[src/rtl/add_scheduler.sv]
// ============================================================================
//  Module   : add_scheduler
//  Brief    : Two-requester 64-bit (N*W) adder built around a single N-bit
//             carry-lookahead slice, time-shared over W beats per operation.
//             Round-robin arbitration, one operation in flight, valid/ready
//             handshakes on both the request and response sides.
//  Revision : 1.0 - initial release
// ============================================================================

`default_nettype none

// ----------------------------------------------------------------------------
//  add_cla_slice : N-bit adder made of 4-bit carry-lookahead groups whose
//  group carries ripple from one group to the next.
// ----------------------------------------------------------------------------
module add_cla_slice #(
    parameter int N = 16
) (
    input  logic [N-1:0] a,
    input  logic [N-1:0] b,
    input  logic         cin,
    output logic [N-1:0] sum,
    output logic         cout
);

    localparam int GROUPS = N / 4;

    // Carry entering each 4-bit group; index GROUPS is the slice carry-out.
    logic [GROUPS:0] group_c;

    assign group_c[0] = cin;

    generate
        for (genvar g = 0; g < GROUPS; g++) begin : g_grp
            logic [3:0] p;
            logic [3:0] gn;
            logic [4:0] c;

            assign p  = a[4*g +: 4] ^ b[4*g +: 4];
            assign gn = a[4*g +: 4] & b[4*g +: 4];

            // Flattened lookahead equations inside the group.
            assign c[0] = group_c[g];
            assign c[1] = gn[0] | (p[0] & c[0]);
            assign c[2] = gn[1] | (p[1] & gn[0]) | (p[1] & p[0] & c[0]);
            assign c[3] = gn[2] | (p[2] & gn[1]) | (p[2] & p[1] & gn[0])
                        | (p[2] & p[1] & p[0] & c[0]);
            assign c[4] = gn[3] | (p[3] & gn[2]) | (p[3] & p[2] & gn[1])
                        | (p[3] & p[2] & p[1] & gn[0])
                        | (p[3] & p[2] & p[1] & p[0] & c[0]);

            assign sum[4*g +: 4] = p ^ c[3:0];
            assign group_c[g+1]  = c[4];
        end
    endgenerate

    assign cout = group_c[GROUPS];

endmodule

// ----------------------------------------------------------------------------
//  add_scheduler : arbitration, operand capture and beat sequencing.
// ----------------------------------------------------------------------------
module add_scheduler #(
    parameter int N = 16,
    parameter int W = 4
) (
    input  logic           clk,
    input  logic           rst,

    input  logic           req0_valid,
    output logic           req0_ready,
    input  logic [N*W-1:0] req0_a,
    input  logic [N*W-1:0] req0_b,

    input  logic           req1_valid,
    output logic           req1_ready,
    input  logic [N*W-1:0] req1_a,
    input  logic [N*W-1:0] req1_b,

    output logic           rsp_valid,
    input  logic           rsp_ready,
    output logic [N*W-1:0] rsp_sum,
    output logic           rsp_cout,
    output logic           rsp_id
);

    localparam int NW = N * W;
    localparam int KW = $clog2(W + 1);
    localparam logic [KW-1:0] K_LAST = KW'(W - 1);

    typedef enum logic [1:0] {
        ST_IDLE = 2'd0,
        ST_RUN  = 2'd1,
        ST_DONE = 2'd2
    } state_t;

    state_t        state_q, state_d;
    logic          rr_q, rr_d;
    logic [KW-1:0] k_q, k_d;
    logic          carry_q, carry_d;
    logic [NW-1:0] a_q, a_d;
    logic [NW-1:0] b_q, b_d;
    logic          id_q, id_d;
    logic [NW-1:0] sum_q, sum_d;

    logic          grant_id;
    logic          accept;
    logic [N-1:0]  slice_a;
    logic [N-1:0]  slice_b;
    logic [N-1:0]  slice_sum;
    logic          slice_cout;

    // Arbitration: a lone valid requester wins, a tie goes to the rr pointer.
    // Readies are suppressed while reset is asserted.
    always_comb begin
        grant_id   = (req0_valid & req1_valid) ? rr_q : req1_valid;
        req0_ready = ~rst & (state_q == ST_IDLE) & req0_valid & ~grant_id;
        req1_ready = ~rst & (state_q == ST_IDLE) & req1_valid &  grant_id;
        accept     = req0_ready | req1_ready;
    end

    // Select the operand slice for the current beat from the captured operands.
    always_comb begin
        slice_a = '0;
        slice_b = '0;
        for (int s = 0; s < W; s++) begin
            if (k_q == KW'(s)) begin
                slice_a = a_q[s*N +: N];
                slice_b = b_q[s*N +: N];
            end
        end
    end

    // The only adder in the design; shared by every beat and both requesters.
    add_cla_slice #(
        .N (N)
    ) u_slice (
        .a    (slice_a),
        .b    (slice_b),
        .cin  (carry_q),
        .sum  (slice_sum),
        .cout (slice_cout)
    );

    // Next-state logic: capture on accept, one slice per RUN beat, hold in DONE.
    always_comb begin
        state_d = state_q;
        rr_d    = rr_q;
        k_d     = k_q;
        carry_d = carry_q;
        a_d     = a_q;
        b_d     = b_q;
        id_d    = id_q;
        sum_d   = sum_q;

        case (state_q)
            ST_IDLE: begin
                if (accept) begin
                    a_d     = grant_id ? req1_a : req0_a;
                    b_d     = grant_id ? req1_b : req0_b;
                    id_d    = grant_id;
                    rr_d    = ~grant_id;
                    carry_d = 1'b0;
                    k_d     = '0;
                    state_d = ST_RUN;
                end
            end

            ST_RUN: begin
                for (int s = 0; s < W; s++) begin
                    if (k_q == KW'(s)) begin
                        sum_d[s*N +: N] = slice_sum;
                    end
                end
                carry_d = slice_cout;
                // k wraps back to zero on the final beat so it stays in range.
                if (k_q == K_LAST) begin
                    k_d     = '0;
                    state_d = ST_DONE;
                end else begin
                    k_d = k_q + 1'b1;
                end
            end

            ST_DONE: begin
                if (rsp_ready) begin
                    state_d = ST_IDLE;
                end
            end

            default: begin
                state_d = ST_IDLE;
            end
        endcase
    end

    // State register with asynchronous reset that aborts any operation.
    always_ff @(posedge clk or posedge rst) begin
        if (rst) begin
            state_q <= ST_IDLE;
            rr_q    <= 1'b0;
            k_q     <= '0;
            carry_q <= 1'b0;
            a_q     <= '0;
            b_q     <= '0;
            id_q    <= 1'b0;
            sum_q   <= '0;
        end else begin
            state_q <= state_d;
            rr_q    <= rr_d;
            k_q     <= k_d;
            carry_q <= carry_d;
            a_q     <= a_d;
            b_q     <= b_d;
            id_q    <= id_d;
            sum_q   <= sum_d;
        end
    end

    // After the final beat the carry register holds the carry out of the top bit.
    assign rsp_valid = (state_q == ST_DONE);
    assign rsp_sum   = sum_q;
    assign rsp_cout  = carry_q;
    assign rsp_id    = id_q;

endmodule

`default_nettype wire

[config.mk]
export PLATFORM = sky130hd
export DESIGN_NAME = add_scheduler
export DESIGN_NICKNAME = d
export VERILOG_FILES = /design/src/rtl/add_scheduler.sv
export SDC_FILE = /design/constraint.sdc
export NUM_CORES = 1
export LEC_CHECK = 0
export ABC_AREA = 0
export CAP_MARGIN = 20
export CORE_MARGIN = 4
export CORE_UTILIZATION = 50
export CTS_CLUSTER_DIAMETER = 60
export DETAILED_ROUTE_END_ITERATION = 8
export GPL_TIMING_DRIVEN = 0
export PLACE_DENSITY = 0.92
export SYNTH_ARGS = -nofsm -noshare
export SYNTH_HDL_FRONTEND = slang
export SYNTH_SLANG_ARGS = --single-unit
[constraint.sdc]
create_clock -name clk -period 15.9 [get_ports clk]
set_input_delay 3.18 -clock clk [delete_from_list [all_inputs] [get_ports clk]]
set_output_delay 3.18 -clock clk [all_outputs]
set_load 0.01 [all_outputs]
==> results.cfg, run 1 <==
[routing]
drc = 3
num_vias = 9876
drt_iter0_drc = 1138
vias_per_cell = 5.97
postRouteAntennaNets = 0
wire_per_inst_um = 21.6
routed_wl_um = 35800
firstDrtPassIters = 9

[synthesis]
synth_compound_area_share_pct = 20.7
syn_area_sq_mm = 0.00988
yosysSeqAreaShare_pct = 50.7
synth_top_family_by_area = compound AO/OA/AOI/OAI gates
synth_area_per_cell_sq_um = 9.63
yosysWarnings = 0
synth_edf_count = 0
ys_types = 44
synth_nets = 1311
synthAdderAreaFrac_pct = 3.34
ys_async_sr_fraction_pct = 100
netlist_instances = 1026
ys_ff_latch = 200
synth-simple-area-share_pct = 9.97
ys.flop_type = dfrtp_1
synthMuxAreaShare_pct = 9.07
synthXorXnorAreaFrac_pct = 0.874

[sta]
holdWs_ns = 0.478
tightest_slew_ns = 0.968
finalSetupViolations = 0
hold_viol_final = 0
max_freq_mhz = 111
rsz0062_at_grt = no
final_max_slew_viol_count = 0
fin_crit_sh_pct = 56.5
maxSlewHeadroom_pct = 35.5
layout_setup_ws_ns = 6.92
skew_ns = 0.0192
fin_setup_tns_ns = 0
min_period_ns = 8.98

[place]
dp_cells = 1621
port_buffers = 329
placed_cell_area_sq_mm = 0.0135
place_congestion = 0.903
detailed_place_hpwl_um = 28300
pre_cts_ws_ns = 6.97

[final_layout]
final_cells = 1654
fin_area_sq_mm = 0.0141
nFillCells = 1319
fin_nets = 1660
drive_gt1_share_pct = 3.39
final_common_cell = clkdlybuf4s50_1
syn_to_final_growth_pct = 42.8
mostFrequentLayoutCells = 329 x clkdlybuf4s50_1, 200 x nand2_1, 200 x dfrtp_1

[worst_setup_path]
cpPeakStageDelay_ns = 0.66
worstPathRequired_ns = 12.72
crit_slowest_cell = clkdlybuf4s50_1
crit_type = primary input to output pin
path_buf_inv = 4
worstSetupStartpointType = primary input
crit_path_end_kind = output pin
arrival_ns = 5.80
crit_family = buffers and inverters
cp_cell_sequence = clkdlybuf4s50_1 -> nor3_2 -> nor2b_1 -> clkbuf_1 -> clkbuf_1 -> clkdlybuf4s50_1
critical_path.max_fanout = 10

[global_routing]
grt_util_all_layers_pct = 31.7
first_global_vias = 9921
grt_pass1_wl_um = 53500
grt_max_degree = 109
antenna_found_initial = 2
globalRouteOverflowTotal = 0

[floorplan]
io_pins = 330
initial_core_util_pct = 50.8
rows = 51
chipHeight_um = 149
die_area_sq_mm = 0.0221
die_w_um = 149
core_area_sq_mm = 0.0195

[clock_network]
cts_setup_buffers = 0
cts.clk_slew.worst_paths_ns = 0.08
clk_path_buf_depth = 2
cts_hold_buf = 0
cts_resized = 0
cts_buffers = 17
cts.sinks = 200
htreeDepth = 4
cts_root_buffer = clkbuf_16
tritoncts = done
clock_latency_ns = 0.46

[power_and_ir_drop]
p_leak_nw = 6.63
vdd_drop_max_mv = 0.121
p_per_area_mw_per_mm2 = 207

[outcome]
violations = DRC
status = complete, but fails checks

[flow_run]
max_cap_violations = 0

[worst_hold_path]
hold_class = register to register
synth_stat cells, types with 3 or more instances:
cell type | count | area, sq um
o21a_1 | 3 | 22.5
a211o_1 | 3 | 26.3
a21oi_1 | 16 | 80.1
nand4_1 | 3 | 18.8
buf_1 | 3 | 11.3
mux2i_1 | 85 | 851
nor2b_1 | 7 | 43.8
a31oi_1 | 4 | 25.0
a211oi_1 | 6 | 45.0
nand2b_1 | 4 | 25.0
inv_1 | 61 | 229
xnor2_1 | 3 | 26.3
ha_1 | 20 | 250
mux2_2 | 4 | 45.0
o21ai_0 | 195 | 976
clkbuf_1 | 71 | 267
nand2_1 | 200 | 751
a222oi_1 | 48 | 480
a21o_1 | 8 | 60.1
nor2_1 | 9 | 33.8
o21ai_1 | 5 | 25.0
xor2_1 | 5 | 43.8
a22oi_1 | 32 | 240
buf_2 | 4 | 20.0
dfrtp_1 | 200 | 5000
fa_1 | 4 | 80.1
area by class of cell:
cell class	instances	area (sq um)	area share (%)
Sequential cell	200	5000	35.5
Multi-Input combinational cell	687	4350	30.8
Timing Repair Buffer	330	3320	23.5
Clock buffer	18	429	3.04
Tap cell	265	332	2.35
Buffer	78	298	2.11
Inverter	61	236	1.68
Clock inverter	14	135	0.958
Antenna cell	1	2.50	0.0177
state kept, by name, indices dropped and copies added, names as in the netlist:
register  count
a_q          64
b_q          64
k_q           3
rr_q          1
rsp_cout      1
rsp_id        1
rsp_sum      64
state_q       2
layer usage:
layer	up-vias	track usage (%)	part of all wire [%]
met1	4738	36.0	35
met4	2	15.4	5.0
met5	-	0	0.036
met2	645	55.3	50
li1	4361	-	-
met3	130	8.59	10
cell families (layout without fill, tap and decap cells):
family / Yosys count / in the layout
AOI/OAI and AO/OA: 326 / 326
and+or+nand+nor: 239 / 239
DFF: 200 / 200
buffers and inverters: 139 / 501
muxes: 89 / 89
adders and majority gates: 24 / 24
xor gates and xnor gates: 9 / 9
other: 0 / 1
worst register-to-register path, cell delays in order, from the launching register on:
cell	delay, ns
dfrtp_1	0.44
inv_1	0.11
ha_1	0.18
nor3b_1	0.68
clkbuf_1	0.54
a22oi_1	0.21
nand2_1	0.12
o21ai_0	0.14
o21ai_0	0.37
ha_1	0.35
a211o_1	0.30
a21oi_1	0.17
nor2_1	0.08
a31oi_1	0.25
nand2_1	0.09
a31oi_1	0.23
fa_1	0.22
xor2_1	0.39
o21ai_0	0.15
power breakdown:
group          switching [W]  total [W]  internal, W
Combinational       0.000971    0.00160     0.000629
Sequential          0.000154   0.000903     0.000749
Clock               0.000211   0.000419     0.000208
Total                0.00134    0.00292      0.00159
worst paths after layout:
check	start	to	slack (ns)	cells after the start
worst max-delay path	rst	req1_ready	6.92	6
worst min-delay path	b_q[42]	b_q[42]	0.48	2
worst max register to register	k_q[0]	rsp_sum[13]	10.75	18
worst min register to register	b_q[42]	b_q[42]	0.48	2
max in group asynchronous	rst	a_q[60]	11.68	3
min in group asynchronous	rst	rsp_sum[48]	3.27	2
stage by stage:
| stage | total power, W | utilization, % |
|---|---|---|
| after floorplan | 0.00181 | - |
| after global placement | 0.00238 | 69.4 |
| after detailed placement | 0.00246 | 69.6 |
| after CTS | 0.00289 | 72.5 |
| after global routing | 0.00310 | 72.5 |
| final | 0.00292 | 72.5 |
Power figures use the tool's default switching activity.
==> inputs of run 2 (changes only) <==
- CORE_UTILIZATION: 50 -> 46
- PLACE_DENSITY: 0.92 -> 0.86
- clock period: 15.9 -> 8.85 ns (I/O delays scaled with it)
==> results.cfg, run 2 (same netlist as run 1, synthesis figures left out) <==
[final_layout]
final_cells = 1664
mostFrequentLayoutCells = 329 x clkdlybuf4s50_1, 200 x nand2_1, 200 x dfrtp_1
drive_gt1_share_pct = 3.39
fin_nets = 1660
final_common_cell = clkdlybuf4s50_1
syn_to_final_growth_pct = 43.5
nFillCells = 1618

[place]
place_congestion = 0.882
detailed_place_hpwl_um = 27700
port_buffers = 329
dp_cells = 1631

[power_and_ir_drop]
vdd_drop_max_mv = 0.230
p_leak_nw = 6.65
p_per_area_mw_per_mm2 = 373

[global_routing]
antenna_found_initial = 3
grt_max_degree = 103
grt_pass1_wl_um = 53300
globalRouteOverflowTotal = 0
first_global_vias = 9798
grt_util_all_layers_pct = 28.8

[sta]
finalSetupViolations = 0
final_max_slew_viol_count = 0
fin_setup_tns_ns = 0
min_period_ns = 6.11
max_freq_mhz = 164
tightest_slew_ns = 1.07
rsz0062_at_grt = no
fin_crit_sh_pct = 69.1
hold_viol_final = 0
skew_ns = 0.0116
maxSlewHeadroom_pct = 28.5

[outcome]
violations = DRC
status = complete, but fails checks

[routing]
postRouteAntennaNets = 0
drt_iter0_drc = 1077
num_vias = 9631
wire_per_inst_um = 21.0
drc = 4
routed_wl_um = 35000
vias_per_cell = 5.79
firstDrtPassIters = 9

[clock_network]
htreeDepth = 4
cts_buffers = 17
cts_resized = 0
tritoncts = done
clk_path_buf_depth = 2
cts.clk_slew.worst_paths_ns = 0.07
cts_root_buffer = clkbuf_16
cts_hold_buf = 0
cts.sinks = 200
cts_setup_buffers = 0
clock_latency_ns = 0.44

[worst_setup_path]
worstSetupStartpointType = primary input
crit_family = buffers and inverters
arrival_ns = 4.34
crit_type = primary input to output pin
critical_path.max_fanout = 10
path_buf_inv = 4
crit_path_end_kind = output pin
crit_slowest_cell = clkdlybuf4s50_1
cpPeakStageDelay_ns = 0.66
cp_cell_sequence = clkdlybuf4s50_1 -> nor3_2 -> nor2b_1 -> clkbuf_1 -> clkbuf_1 -> clkdlybuf4s50_1
worstPathRequired_ns = 7.08

[floorplan]
chipHeight_um = 155
die_area_sq_mm = 0.0239
rows = 53
die_w_um = 155
initial_core_util_pct = 46.8
io_pins = 330
core_area_sq_mm = 0.0211

[flow_run]
max_cap_violations = 0

[worst_hold_path]
hold_class = register to register
==> run 2: report_power, final <==
part           switching (W)  internal, W  total (W)
registers           0.000270      0.00135    0.00162
clock network       0.000357     0.000475   0.000832
logic                0.00172      0.00113    0.00284
==> run 2: layout make-up <==
type                       instances  area (sq um)  area share, %
tap                              275           344           2.43
buffer                            78           298           2.10
inverter                          61           236           1.67
multi-input combinational        687          4350           30.7
clock buffer                      17           425           3.00
clock inverter                    14           198           1.39
sequential                       200          5000           35.3
antenna                            2          5.00         0.0353
timing repair buffer             330          3320           23.4
==> run 2: worst paths after layout <==
path / endpoint / slack [ns] / from / depth (start not counted)
setup / recovery: req1_ready / 2.74 / rst / 6
hold / removal: b_q[41] / 0.48 / b_q[41] / 2
setup reg to reg: rsp_sum[13] / 3.78 / k_q[0] / 18
hold reg to reg: b_q[41] / 0.48 / b_q[41] / 2
max in group asynchronous: b_q[7] / 6.04 / rst / 3
min in group asynchronous: state_q[1] / 1.88 / rst / 2
==> run 2: tightest hold or removal path, delay by kind of cell, from the launching register on <==
family	cells	cell delay (ns)
flops	1	0.34
compound gates	1	0.06
simple gates	1	0.05
==> run 2: metal layers <==
| layer | share of wire, % | GRT usage (%) | vias up |
|---|---|---|---|
| met5 | 0.031 | 0 | - |
| met4 | 5.1 | 13.9 | 2 |
| met3 | 9.2 | 7.25 | 108 |
| met2 | 49 | 48.5 | 585 |
| met1 | 37 | 34.5 | 4591 |
| li1 | - | - | 4345 |
==> run 2: per-stage QoR <==
stage / utilization [%] / hold slack (ns) / cell area (sq um) / setup slack, ns / power (W)
floorplan: - / 0.445 / 9880 / 1.63 / 0.00325
global placement: 64.1 / 0.459 / 13500 / -0.772 / 0.00430
detailed placement: 64.3 / 0.465 / 13600 / 2.78 / 0.00441
CTS: 67.2 / 0.480 / 14200 / 2.79 / 0.00526
global route: 67.2 / 0.504 / 14200 / 2.66 / 0.00565
finish: 67.2 / 0.479 / 14200 / 2.74 / 0.00529
